$ cat src/rtl/seq_mult_pkg.sv
// rtl/seq_mult_pkg.sv - shared types and constants for the sequential 8x8 multiplier
package seq_mult_pkg;

  localparam int NIB_W = 4;

  localparam int SH0 = 0;
  localparam int SH1 = NIB_W;
  localparam int SH2 = 2 * NIB_W;

  typedef enum logic [1:0] {
    IDLE = 2'd0,
    CALC = 2'd1,
    DONE = 2'd2
  } state_t;

  // Pass 0 weighs 1, passes 1 and 2 weigh one nibble, pass 3 weighs two nibbles.
  function automatic int shift_of(input logic [1:0] cnt, input int nib_w);
    case (cnt)
      2'd0:    shift_of = 0;
      2'd3:    shift_of = 2 * nib_w;
      default: shift_of = nib_w;
    endcase
  endfunction

endpackage

$ cat src/rtl/pp_shifter.sv
// rtl/pp_shifter.sv - zero-extends and weights the 4x4 partial product for the current pass
module pp_shifter
  import seq_mult_pkg::*;
#(
  parameter int NIB_W = seq_mult_pkg::NIB_W
) (
  input  logic [2*NIB_W-1:0] pp_in,
  input  logic [1:0]         cnt,
  output logic [4*NIB_W-1:0] addend
);

  logic [4*NIB_W-1:0] pp_ext;

  always_comb begin
    pp_ext = {{(2*NIB_W){1'b0}}, pp_in};
    addend = pp_ext << shift_of(cnt, NIB_W);
  end

endmodule

$ cat src/rtl/seq_mult_ctrl_accum.sv
// rtl/seq_mult_ctrl_accum.sv - control FSM, pass counter and accumulator of the sequential multiplier
module seq_mult_ctrl_accum
  import seq_mult_pkg::*;
#(
  parameter int NIB_W = seq_mult_pkg::NIB_W
) (
  input  logic               clk,
  input  logic               reset_n,
  input  logic               start,
  input  logic [2*NIB_W-1:0] pp_in,
  output logic               sel_a,
  output logic               sel_b,
  output logic [4*NIB_W-1:0] result,
  output logic               busy,
  output logic               done
);

  state_t             state_q, state_d;
  logic [1:0]         cnt_q, cnt_d;
  logic [4*NIB_W-1:0] acc_q, acc_d;
  logic               sel_a_q, sel_a_d;
  logic               sel_b_q, sel_b_d;
  logic [4*NIB_W-1:0] addend;

  pp_shifter #(.NIB_W(NIB_W)) u_pp_shifter (
    .pp_in  (pp_in),
    .cnt    (cnt_q),
    .addend (addend)
  );

  always_comb begin
    state_d = state_q;
    cnt_d   = cnt_q;
    acc_d   = acc_q;
    case (state_q)
      IDLE, DONE: begin
        if (start) begin
          state_d = CALC;
          cnt_d   = 2'd0;
          acc_d   = '0;
        end
      end
      CALC: begin
        acc_d = acc_q + addend;
        cnt_d = cnt_q + 2'd1;
        if (cnt_q == 2'd3) begin
          state_d = DONE;
        end
      end
      default: begin
        state_d = IDLE;
        cnt_d   = 2'd0;
      end
    endcase
    // Selects are registered from the next pass so pp_in is settled for the whole CALC cycle.
    sel_a_d = (state_d == CALC) && cnt_d[0];
    sel_b_d = (state_d == CALC) && cnt_d[1];
  end

  always_ff @(posedge clk or negedge reset_n) begin
    if (!reset_n) begin
      state_q <= IDLE;
      cnt_q   <= 2'd0;
      acc_q   <= '0;
      sel_a_q <= 1'b0;
      sel_b_q <= 1'b0;
    end else begin
      state_q <= state_d;
      cnt_q   <= cnt_d;
      acc_q   <= acc_d;
      sel_a_q <= sel_a_d;
      sel_b_q <= sel_b_d;
    end
  end

  assign sel_a  = sel_a_q;
  assign sel_b  = sel_b_q;
  assign result = acc_q;
  assign busy   = (state_q == CALC);
  assign done   = (state_q == DONE);

endmodule

$ cat config.mk
export PLATFORM = sky130hd
export DESIGN_NAME = seq_mult_ctrl_accum
export DESIGN_NICKNAME = d
export VERILOG_FILES = /design/src/rtl/seq_mult_pkg.sv /design/src/rtl/pp_shifter.sv /design/src/rtl/seq_mult_ctrl_accum.sv
export SDC_FILE = /design/constraint.sdc
export NUM_CORES = 1
export LEC_CHECK = 0
export ABC_CLOCK_PERIOD_IN_PS = 5700
export BUFFER_PORTS_ARGS = -buffer_cell sky130_fd_sc_hd__buf_2
export CORE_ASPECT_RATIO = 1.5
export CORE_MARGIN = 1
export CORE_UTILIZATION = 50
export CTS_CLUSTER_DIAMETER = 120
export DETAILED_ROUTE_END_ITERATION = 12
export PLACE_DENSITY = 0.79
export SYNTH_ARGS = -nofsm -noshare
export SYNTH_HDL_FRONTEND = slang
export SYNTH_SLANG_ARGS = --single-unit
$ cat constraint.sdc
create_clock -name clk -period 5.7 [get_ports clk]
set_clock_uncertainty 0.1 [all_clocks]
set_input_delay 0.285 -clock clk [delete_from_list [all_inputs] [get_ports clk]]
set_output_delay 0.285 -clock clk [all_outputs]
set_load 0.1 [all_outputs]
; Yosys cells after proc, flatten, opt, wreduce, memory -nomap -nowiden
; Index checks and enable logic that the tools add are counted.
[op_classes]
eq_ne = 5
n_reduce_logical = 7
shifts = 1
muxes = 8
addsub = 2
[ops]
columns = op, n
row1 = case mux 16 bit (2 select lines), 1
row2 = adder 16 bit, 1
row3 = two-way mux 16 bit, 1
row4 = left shift 8 x 4 -> 16 bit, 1
row5 = case mux 2 bit (2 select lines), 2
row6 = case mux 4 bit (2 select lines), 1
row7 = two-way mux 2 bit, 3
row8 = "== test 2 x 1 -> 1 bit, second input constant", 2
row9 = "== test 2 bit, second input constant", 2
row10 = logical NOT 2 bit, 2
row11 = "adder 2 x 1 -> 2 bit, second input constant", 1
row12 = logical AND 1 bit, 2
row13 = "!= test 2 bit, second input constant", 1
row14 = AND reduction 2 bit, 1
row15 = nonzero test 2 bit, 1
row16 = OR reduction 2 bit, 1
[word_totals]
output_inout_bits = 20
elab_cells = 28
in_bits = 11
ff_bits = 22

; Depth between registers and ports, before layout
; Gate-level depths: netlist of the first run.
[depth]
depth_word = 5
depth_mapped = 14
mapped_depth_nobuf = 13

; Modules after synthesis
; From an unflattened synthesis of the first run, not the netlist that was laid out.
[hier_totals]
hier_cells = 208
area_unflattened_um2 = 1839.3
[by_module_without_submodules]
columns = module, area_each_um2, seq_area_each_um2, instances, cells_per_inst
row1 = seq_mult_ctrl_accum, 1624.1, 550.5, 1, 180
row2 = pp_shifter, 215.2, 0.0, 1, 28

; Worst setup path after synthesis of the first run
; OpenSTA, ideal clock, no wires.
[synth_timing]
kind = flip-flop to flip-flop
from = register cnt_q[0]
to = register acc_q[14], in the netlist result[14]
arrival_ns = 2.805
setup_ns = 0.132
required_ns = 5.468
slack_ns = 2.664
stages_incl_launch_ff = 15
period_less_slack_ns = 3.036
cell_sequence = dfrtp_1 -> ha_1 -> buf_2 -> nor2_1 -> and2_1 -> ha_1 -> inv_1 -> fa_1 -> and2b_1 -> o211ai_1 -> a21boi_1 -> o21ai_1 -> o311ai_1 -> xnor2_1 -> o21ai_1
[synth_via]
elab_chain_len = 5
elab_cells_between_ends = 6
[synth_rtl]
columns = element, line_no
row1 = start: declaration, seq_mult_ctrl_accum.sv:19  ; logic [1:0] cnt_q, cnt_d;
row2 = start signal: assignment, seq_mult_ctrl_accum.sv:69  ; cnt_q <= cnt_d;
row3 = == test 2 bit or logical NOT 2 bit (tied branches), seq_mult_pkg.sv:18  ; case (cnt)
row4 = case mux 4 bit (2 select lines) (*), seq_mult_pkg.sv:18
row5 = left shift 8 x 4 -> 16 bit (*), pp_shifter.sv:16  ; addend = pp_ext << shift_of(cnt, NIB_W);
row6 = adder 16 bit (*), seq_mult_ctrl_accum.sv:44  ; acc_d = acc_q + addend;
row7 = case mux 16 bit (2 select lines) (*), seq_mult_ctrl_accum.sv:35  ; case (state_q)
row8 = end signal: assignment, seq_mult_ctrl_accum.sv:64  ; acc_q <= '0;
row9 = end signal: assignment, seq_mult_ctrl_accum.sv:70  ; acc_q <= acc_d;
row10 = end: declaration, seq_mult_ctrl_accum.sv:20  ; logic [4*NIB_W-1:0] acc_q, acc_d;
; Mark *: on every way between the ends. The rest lies on a longest branch, timed or not.
; A chain may end at the register's enable or synchronous reset.

; Worst setup path after layout of the first run
; Same ends and word-level chain as after synthesis.

==> results of run 1 <==
[placed cells by master, fill, tap and decap left out, types with 5 or more instances in the layout]
cell	netlist	final
xor2_1	9	9
nand2_1	25	25
nor2_1	7	7
o21ai_0	7	7
a22o_1	7	7
o21ai_1	11	11
a21oi_1	8	8
dfrtp_1	22	22
and2_1	5	5
ha_1	17	17
buf_2	1	30
inv_1	8	8
nor2b_1	6	6
[layout make-up]
type / instances / area share (%)
Sequential cell: 22 / 28.6
Tap cell: 40 / 2.60
Clock buffer: 4 / 2.86
Timing Repair Buffer: 31 / 8.33
Multi-Input combinational cell: 149 / 55.8
Inverter: 9 / 1.76
[state kept, by name (all words and copies together) (netlist names)]
register  count
sel_b         1
sel_a         1
state_q       2
result       16
cnt_q         2
[cell families after synthesis]
kind of cell | share of synthesized area (%)
adders and majority gates | 13.9
muxes | 2.39
AOI/OAI and AO/OA | 26.2
and+or+nand+nor | 14.7
xor gates and xnor gates | 6.79
DFF | 32.8
buffers and inverters | 3.21
[per-stage QoR]
stage                     cells  hold slack (ns)  utilization, %
final                       255            0.238            60.8
after global routing        255            0.254            60.8
after CTS                   255            0.236            60.8
after detailed placement    250            0.195            58.8
after global placement      250            0.189            58.8
after floorplan             185           -0.111               -
[metal layers]
layer | vias to the layer above | wire [um]
li1 | 721 | -
met1 | 703 | 1580
met2 | 38 | 2020
met3 | 11 | 159
met4 | 0 | 106
met5 | - | 0
[worst paths after layout]
kind                            startpoint    endpoint  depth (start not counted)
min in group asynchronous          reset_n   result[7]                          2
worst min register to register  result[12]  result[12]                          2
worst max register to register    cnt_q[0]  result[14]                         13
worst max-delay path              cnt_q[0]  result[14]                         13
max in group asynchronous          reset_n  result[13]                          2
worst min-delay path                 start  state_q[0]                          3
[worst max-delay path, stage by stage (launching register included)]
cell and delay (ns):
dfrtp_1 0.42, ha_1 0.43, nor2_1 0.22, and2_1 0.16, ha_1 0.19, inv_1 0.07
fa_1 0.40, and2b_1 0.23, o211ai_1 0.11, a21boi_1 0.24, o21ai_1 0.12, o311ai_1 0.35
xnor2_1 0.18, o21ai_1 0.08
==> flow_summary.ini, run 1 <==
[run_status]
status = completed

[yosys]
synth_seq_cells = 22
ys_warn_count = 0
yosys.area.top_type_share_pct = 32.8
synth_area_per_cell_um2 = 9.06
synth_most_common_cell = nand2_1
yosysSeqAreaShare_pct = 32.8
synthFlopType = dfrtp_1
ys_types = 45
syn_inst = 185
synthArstFlopShare_pct = 100
synth_common_cells = nand2_1 (25), dfrtp_1 (22), ha_1 (17)
syn_nets = 214
synth_edf_count = 0
synthTopCellsByArea = dfrtp_1 (33%), ha_1 (13%), nand2_1 (5.6%), xor2_1 (4.7%), a22o_1 (3.7%)
synthesis.area_mm2 = 0.00168
synth_top_area_cell = dfrtp_1

[final_layout]
diodes = 0
design_area_mm2 = 0.00192
syn_to_final_growth_pct = 14.6
final_nets = 245
drive_gt1_share_pct = 21.4
multiInputGateArea_mm2 = 0.00107
fillers = 295
register_area_um2 = 551

[grt]
antenna_found_initial = 0
use_met2_pct = 43.2
grt_pass1_wl_mm = 6.35
grt_overflow = 0
grt_pass1_vias = 1411
gr-usage-met3_pct = 2.92
grt_max_degree = 23
grtUsageTotal_pct = 23.9
grt.busiest_layer = met2
use_met1_pct = 27.1

[detailed_routing]
drc_errors = 0
vias = 1473
ant_nets = 0
drt_wl_total_mm = 3.86
first_pass_iters = 4
drtIter0Drc = 19
wl_per_cell_um = 15.1
viasPerCell = 5.78

[min_path]
holdCritPathClass = in -> reg

[cts]
cts_buffer_depth = 2
cts_buffers = 3
cts_setup_buffers = 0
clock-root-buffer = clkbuf_8
cts_max_level = 1
cts.sinks = 22
tritoncts = yes
clock_latency_ns = 0.27
cts_resized = 0
clkTransAtPathRegs_ns = 0.08
holdBufCountCts = 1

[die]
chipHeight_um = 72.9
core_mm2 = 0.00316
fp.dieW_um = 49.3
io-pin-count = 31
dieArea_mm2 = 0.00359
start_util_pct = 53.1
row_count = 25

[worst_setup_path]
setup.worst_path.start_class = flop
arrival_ns = 3.46
worstPathMaxFanout = 8
r2r_setup_slack_ns = 2.27
required_ns = 5.73
worstSetupPathType = reg -> reg
cp-end-kind = flop

[place]
hpwl_mm = 2.92
pre_cts_slack_ns = 2.40
placed_cell_area_mm2 = 0.00186
io_buffers = 30
place_congestion = 0.908

[timing]
rsz0062_at_grt = no
slew_violations = 0
maxSlewHeadroom_pct = 52.0
clock.fmax_ghz = 0.291
hold_viol_final = 0
min_period_over_period_pct = 60.2
setup_ws_ns = 2.27
setup_violations = 0
period_needed_ns = 3.43
tightest_slew_ns = 0.721
final.setup.tns_ns = 0

[flow_run]
maxCapViolations = 0
Power of run 1 is left out: the tool's default activity adds up to more than one toggle a clock period on the data nets, which glitch-free logic cannot reach.
==> run 2, diff against run 1 <==
--- a/config.mk
+++ b/config.mk
@@ -5,14 +5,14 @@
 export SDC_FILE = /design/constraint.sdc
 export NUM_CORES = 1
 export LEC_CHECK = 0
-export ABC_CLOCK_PERIOD_IN_PS = 5700
+export ABC_CLOCK_PERIOD_IN_PS = 2800
 export BUFFER_PORTS_ARGS = -buffer_cell sky130_fd_sc_hd__buf_2
 export CORE_ASPECT_RATIO = 1.5
 export CORE_MARGIN = 1
 export CORE_UTILIZATION = 50
 export CTS_CLUSTER_DIAMETER = 120
 export DETAILED_ROUTE_END_ITERATION = 12
-export PLACE_DENSITY = 0.79
+export PLACE_DENSITY = 0.82
 export SYNTH_ARGS = -nofsm -noshare
 export SYNTH_HDL_FRONTEND = slang
 export SYNTH_SLANG_ARGS = --single-unit
==> constraint.sdc (replaced) <==
create_clock -name clk -period 2.8 [get_ports clk]
set_clock_uncertainty 0.1 [all_clocks]
set_input_delay 0.14 -clock clk [delete_from_list [all_inputs] [get_ports clk]]
set_output_delay 0.14 -clock clk [all_outputs]
set_load 0.1 [all_outputs]
==> run 2 against run 1 <==
Against the previous run:
- sequential share of layout area fell by 5.5 points
- first-iteration DRC count is 120% higher
- final cell count up 16%
- largest cell class unchanged
- the flow now finishes with violations (setup timing)
- highest routed layer unchanged
- die area is the same
- critical path depth is the same
- count of clock-buffer cells in the layout did not move
- setup slack lost 2.3 ns
- global-route usage is 4.9 points higher
==> flow_summary.ini, run 2 (synthesis gave the netlist of run 1 again) <==
[final_layout]
final_nets = 285
mostFrequentLayoutCells = buf_4 (39), buf_2 (30), nand2_1 (22)
diodes = 0
drive_gt1_share_pct = 43.1
syn_to_final_growth_pct = 42.3
fillers = 233
final_common_cell = buf_4
largest_register_ffs = 16

[cts]
tritoncts = yes
cts.sinks = 22
cts_buffers = 3
cts_max_level = 1
clkTransAtPathRegs_ns = 0.09
clock_latency_ns = 0.28
cts_buffer_depth = 2
clock-root-buffer = clkbuf_8

[worst_setup_path]
r2r_setup_slack_ns = -0.07
cpMostUsedCell = ha_4
worstSetupPathType = reg -> reg
setup.worst_path.start_class = flop
slowest_stage = dfrtp_1
worstPathMaxFanout = 7
cp-end-kind = flop
required_ns = 2.84
crit_buf_inv = 2
critPathTopFamily = adder cells
arrival_ns = 2.91
cpPeakStageDelay_ns = 0.42
worstPathCellList = ha_4 -> nor2_4 -> and2_4 -> ha_4 -> inv_2 -> fa_2 -> and2b_1 -> o211ai_1 -> a311o_1 -> buf_4 -> o21ba_1 -> xor2_1 -> o21ai_1

[grt]
grt_pass1_wl_mm = 7.59
grtUsageTotal_pct = 28.7
grt_overflow = 0
grt_pass1_vias = 1684
grt_max_degree = 23
antenna_found_initial = 0

[die]
core_mm2 = 0.00316
start_util_pct = 53.1
dieArea_mm2 = 0.00359
chipHeight_um = 72.9
io-pin-count = 31
fp.dieW_um = 49.3
row_count = 25

[timing]
setup_violations = 4
final.setup.tns_ns = -0.168
maxSlewHeadroom_pct = 50.5
rsz0062_at_grt = yes
tightest_slew_ns = 0.743
min_period_over_period_pct = 102
hold_viol_final = 0
slew_violations = 0
period_needed_ns = 2.87
setup_ws_ns = -0.0678
clock.fmax_ghz = 0.349

[detailed_routing]
drt_wl_total_mm = 5.02
ant_nets = 0
first_pass_iters = 4
vias = 1699
wl_per_cell_um = 17.0
viasPerCell = 5.76
drc_errors = 0
drtIter0Drc = 42

[flow_run]
maxCapViolations = 0

[min_path]
holdCritPathClass = in -> reg

[place]
io_buffers = 30
pre_cts_slack_ns = -0.195
hpwl_mm = 3.48
place_congestion = 0.900

[run_status]
violations = setup timing
status = finished with violations
## run 2: changes by cell type in the layout (fill, tap and decap cells not counted), sizes merged
cell	before	now
buf	30	70
## run 2: layout make-up
class	count	area (um^2)	share of cell area (%)
Tap cell	40	50.0	2.10
Inverter	9	33.8	1.42
Sequential cell	22	552	23.1
Clock buffer	4	45.0	1.89
Timing Repair Buffer	71	464	19.5
Multi-Input combinational cell	149	1240	52.0
## run 2: repair_timing
action / 4_1_cts / 5_1_grt
endpoints found under the setup margin: 10 / 9
gates resized for setup: 15 / 12
hold buffers: 1 / 0
pin swaps: 16 / 8
setup buffers: 5 / 1
endpoints found under the hold margin: 22 / 0
## run 2: worst paths after layout
check / startpoint / to / depth (start not counted)
worst max-delay path: cnt_q[0] / result[10] / 13
worst min-delay path: start / state_q[0] / 3
min in group asynchronous: reset_n / result[2] / 2
worst max register to register: cnt_q[0] / result[10] / 13
max in group asynchronous: reset_n / result[0] / 2
worst min register to register: result[10] / result[10] / 2
## run 2: per-layer routing
| metal | up-vias | global-route usage, % | share of wire, % |
|---|---|---|---|
| li1 | 804 | - | - |
| met1 | 824 | 28.8 | 38 |
| met2 | 56 | 57.1 | 55 |
| met3 | 15 | 3.33 | 3.9 |
| met4 | 0 | 13.7 | 3.6 |
| met5 | - | 0 | 0 |
## run 2: through the flow
step | utilization, % | instance area [um^2] | instances | hold WS, ns
after floorplan | - | 1700 | 185 | -0.256
after global routing | 75.5 | 2390 | 295 | 0.148
final | 75.5 | 2390 | 295 | 0.125
after CTS | 72.8 | 2300 | 294 | 0.112
after global placement | 67.3 | 2130 | 284 | 0.0362
after detailed placement | 67.3 | 2130 | 284 | 0.0373
## run 2: worst min-delay path, cell delays in order
cell,delay [ns]
buf_2,0.11
inv_1,0.06
o22ai_1,0.11
Power of run 2 is left out for the same reason.
==> run 3, diff against run 2 <==
--- a/config.mk
+++ b/config.mk
@@ -9,10 +9,10 @@
 export BUFFER_PORTS_ARGS = -buffer_cell sky130_fd_sc_hd__buf_2
 export CORE_ASPECT_RATIO = 1.5
 export CORE_MARGIN = 1
-export CORE_UTILIZATION = 50
+export CORE_UTILIZATION = 45
 export CTS_CLUSTER_DIAMETER = 120
 export DETAILED_ROUTE_END_ITERATION = 12
-export PLACE_DENSITY = 0.82
+export PLACE_DENSITY = 0.75
 export SYNTH_ARGS = -nofsm -noshare
 export SYNTH_HDL_FRONTEND = slang
 export SYNTH_SLANG_ARGS = --single-unit
==> run 3 against run 2 <==
Against the previous run:
- the flow still finishes with violations (setup timing)
- global-route usage fell by 2.4 points
- final cell count rose by 1.7%
- fmax fell by 1.6%
- critical path depth fell by 2
- routed wire length rose by 3.7%
- cell area rose by 1.4%
- die area rose by 11%
- first-iteration DRC count rose by 9.5%
- via count fell by 0.41%
- sequential share of layout area fell by 0.31 points
- critical endpoint unchanged
- utilization fell by 6.0 points
- flip-flop and latch count did not move
==> flow_summary.ini, run 3 (synthesis gave the netlist of run 1 again) <==
[place]
pre_cts_slack_ns = -0.250
hpwl_mm = 3.37
placed_cell_area_mm2 = 0.00214
io_buffers = 30
place_congestion = 0.876

[cts]
clock-root-buffer = clkbuf_8
clock_latency_ns = 0.27
cts_max_level = 1
clkTransAtPathRegs_ns = 0.08
cts.sinks = 22
cts_buffers = 3
tritoncts = yes
cts_buffer_depth = 2

[die]
row_count = 26
start_util_pct = 48.2
fp.dieW_um = 51.8
io-pin-count = 31
dieArea_mm2 = 0.00398
core_mm2 = 0.00348
chipHeight_um = 76.8

[final_layout]
drive_gt1_share_pct = 44.2
final_nets = 288
diodes = 0
syn_to_final_growth_pct = 44.3
final_common_cell = buf_4
design_area_mm2 = 0.00242
largest_register_ffs = 16
mostFrequentLayoutCells = buf_4 (40), buf_2 (30), nand2_1 (24)

[timing]
setup_violations = 6
hold_viol_final = 0
slew_violations = 0
clock.fmax_ghz = 0.343
min_period_over_period_pct = 104
setup_ws_ns = -0.115
tightest_slew_ns = 0.777
period_needed_ns = 2.91
rsz0062_at_grt = yes
maxSlewHeadroom_pct = 48.2

[grt]
grt_overflow = 0
antenna_found_initial = 0
grt_pass1_wl_mm = 7.72
grt_max_degree = 23
grtUsageTotal_pct = 26.3
grt_pass1_vias = 1718

[flow_run]
maxCapViolations = 0

[worst_setup_path]
arrival_ns = 2.95
worstPathMaxFanout = 5
required_ns = 2.83
worstSetupPathType = reg -> reg
cp-end-kind = flop
setup.worst_path.start_class = flop

[detailed_routing]
drtIter0Drc = 46
ant_nets = 0
drc_errors = 0
wl_per_cell_um = 17.4
vias = 1692
drt_wl_total_mm = 5.21
first_pass_iters = 4
viasPerCell = 5.64

[run_status]
violations = setup timing
status = finished with violations

[min_path]
holdCritPathClass = in -> reg
[run 3: changes by cell type in the layout (fill, tap and decap cells not counted), moves of 2 or more]
cell / before / now
a211oi_1: 2 / 0
buf_6: 1 / 3
nand2_1: 22 / 24
nand2_2: 3 / 1
a211oi_2: 1 / 3
[run 3: timing repair]
item	in CTS	in global routing
gates resized for setup	12	17
hold endpoints to repair	22	0
setup endpoints to repair	8	9
buffers inserted	3	5
hold buffers	1	0
pin swaps	12	17
[run 3: layout make-up]
class	instances	area (um^2)
multi-input cells	149	1230
fillers	260	1060
flip-flops and latches	22	552
repair buffers	74	494
clock buffers	4	55.1
well taps	42	52.6
inverters	9	33.8
[run 3: worst max-delay path, cell delays in order, from the launching register on]
cell and delay [ns]:
dfrtp_1 0.42, ha_4 0.33, buf_4 0.15, mux2i_1 0.33, nor2_1 0.15, ha_4 0.33, o21ai_0 0.08, a311o_1 0.37
buf_4 0.15, o21ba_1 0.17, xor2_1 0.13, o21ai_1 0.07
[run 3: path summary, 6_finish.rpt]
| check | start | endpoint | cells past startpoint | slack (ns) |
|---|---|---|---|---|
| setup / recovery | cnt_q[0] | result[10] | 11 | -0.11 |
| hold / removal | start | state_q[0] | 3 | 0.13 |
| setup reg to reg | cnt_q[0] | result[10] | 11 | -0.11 |
| hold reg to reg | result[13] | result[13] | 2 | 0.42 |
| max in group asynchronous | reset_n | result[0] | 2 | 1.94 |
| min in group asynchronous | reset_n | result[1] | 2 | 0.27 |
[run 3: layer usage]
metal / vias up / wire [um] / global-route usage (%) / part of all wire [%]
met4: 0 / 186 / 12.7 / 3.6
met1: 828 / 2090 / 28.1 / 40
met5: - / 0 / 0 / 0
met2: 44 / 2830 / 48.3 / 54
li1: 805 / - / - / -
met3: 15 / 107 / 2.78 / 2.1
[run 3: per-stage QoR]
step	hold slack (ns)	cells	util [%]	setup TNS, ns
finish	0.130	300	69.5	-0.309
global placement	0.0491	287	61.4	-0.524
detailed placement	0.0495	287	61.4	-0.806
floorplan	-0.256	185	-	-0.0930
global route	0.129	300	69.5	-1.06
CTS	0.110	295	65.7	-0.117
Power of run 3 is left out for the same reason.
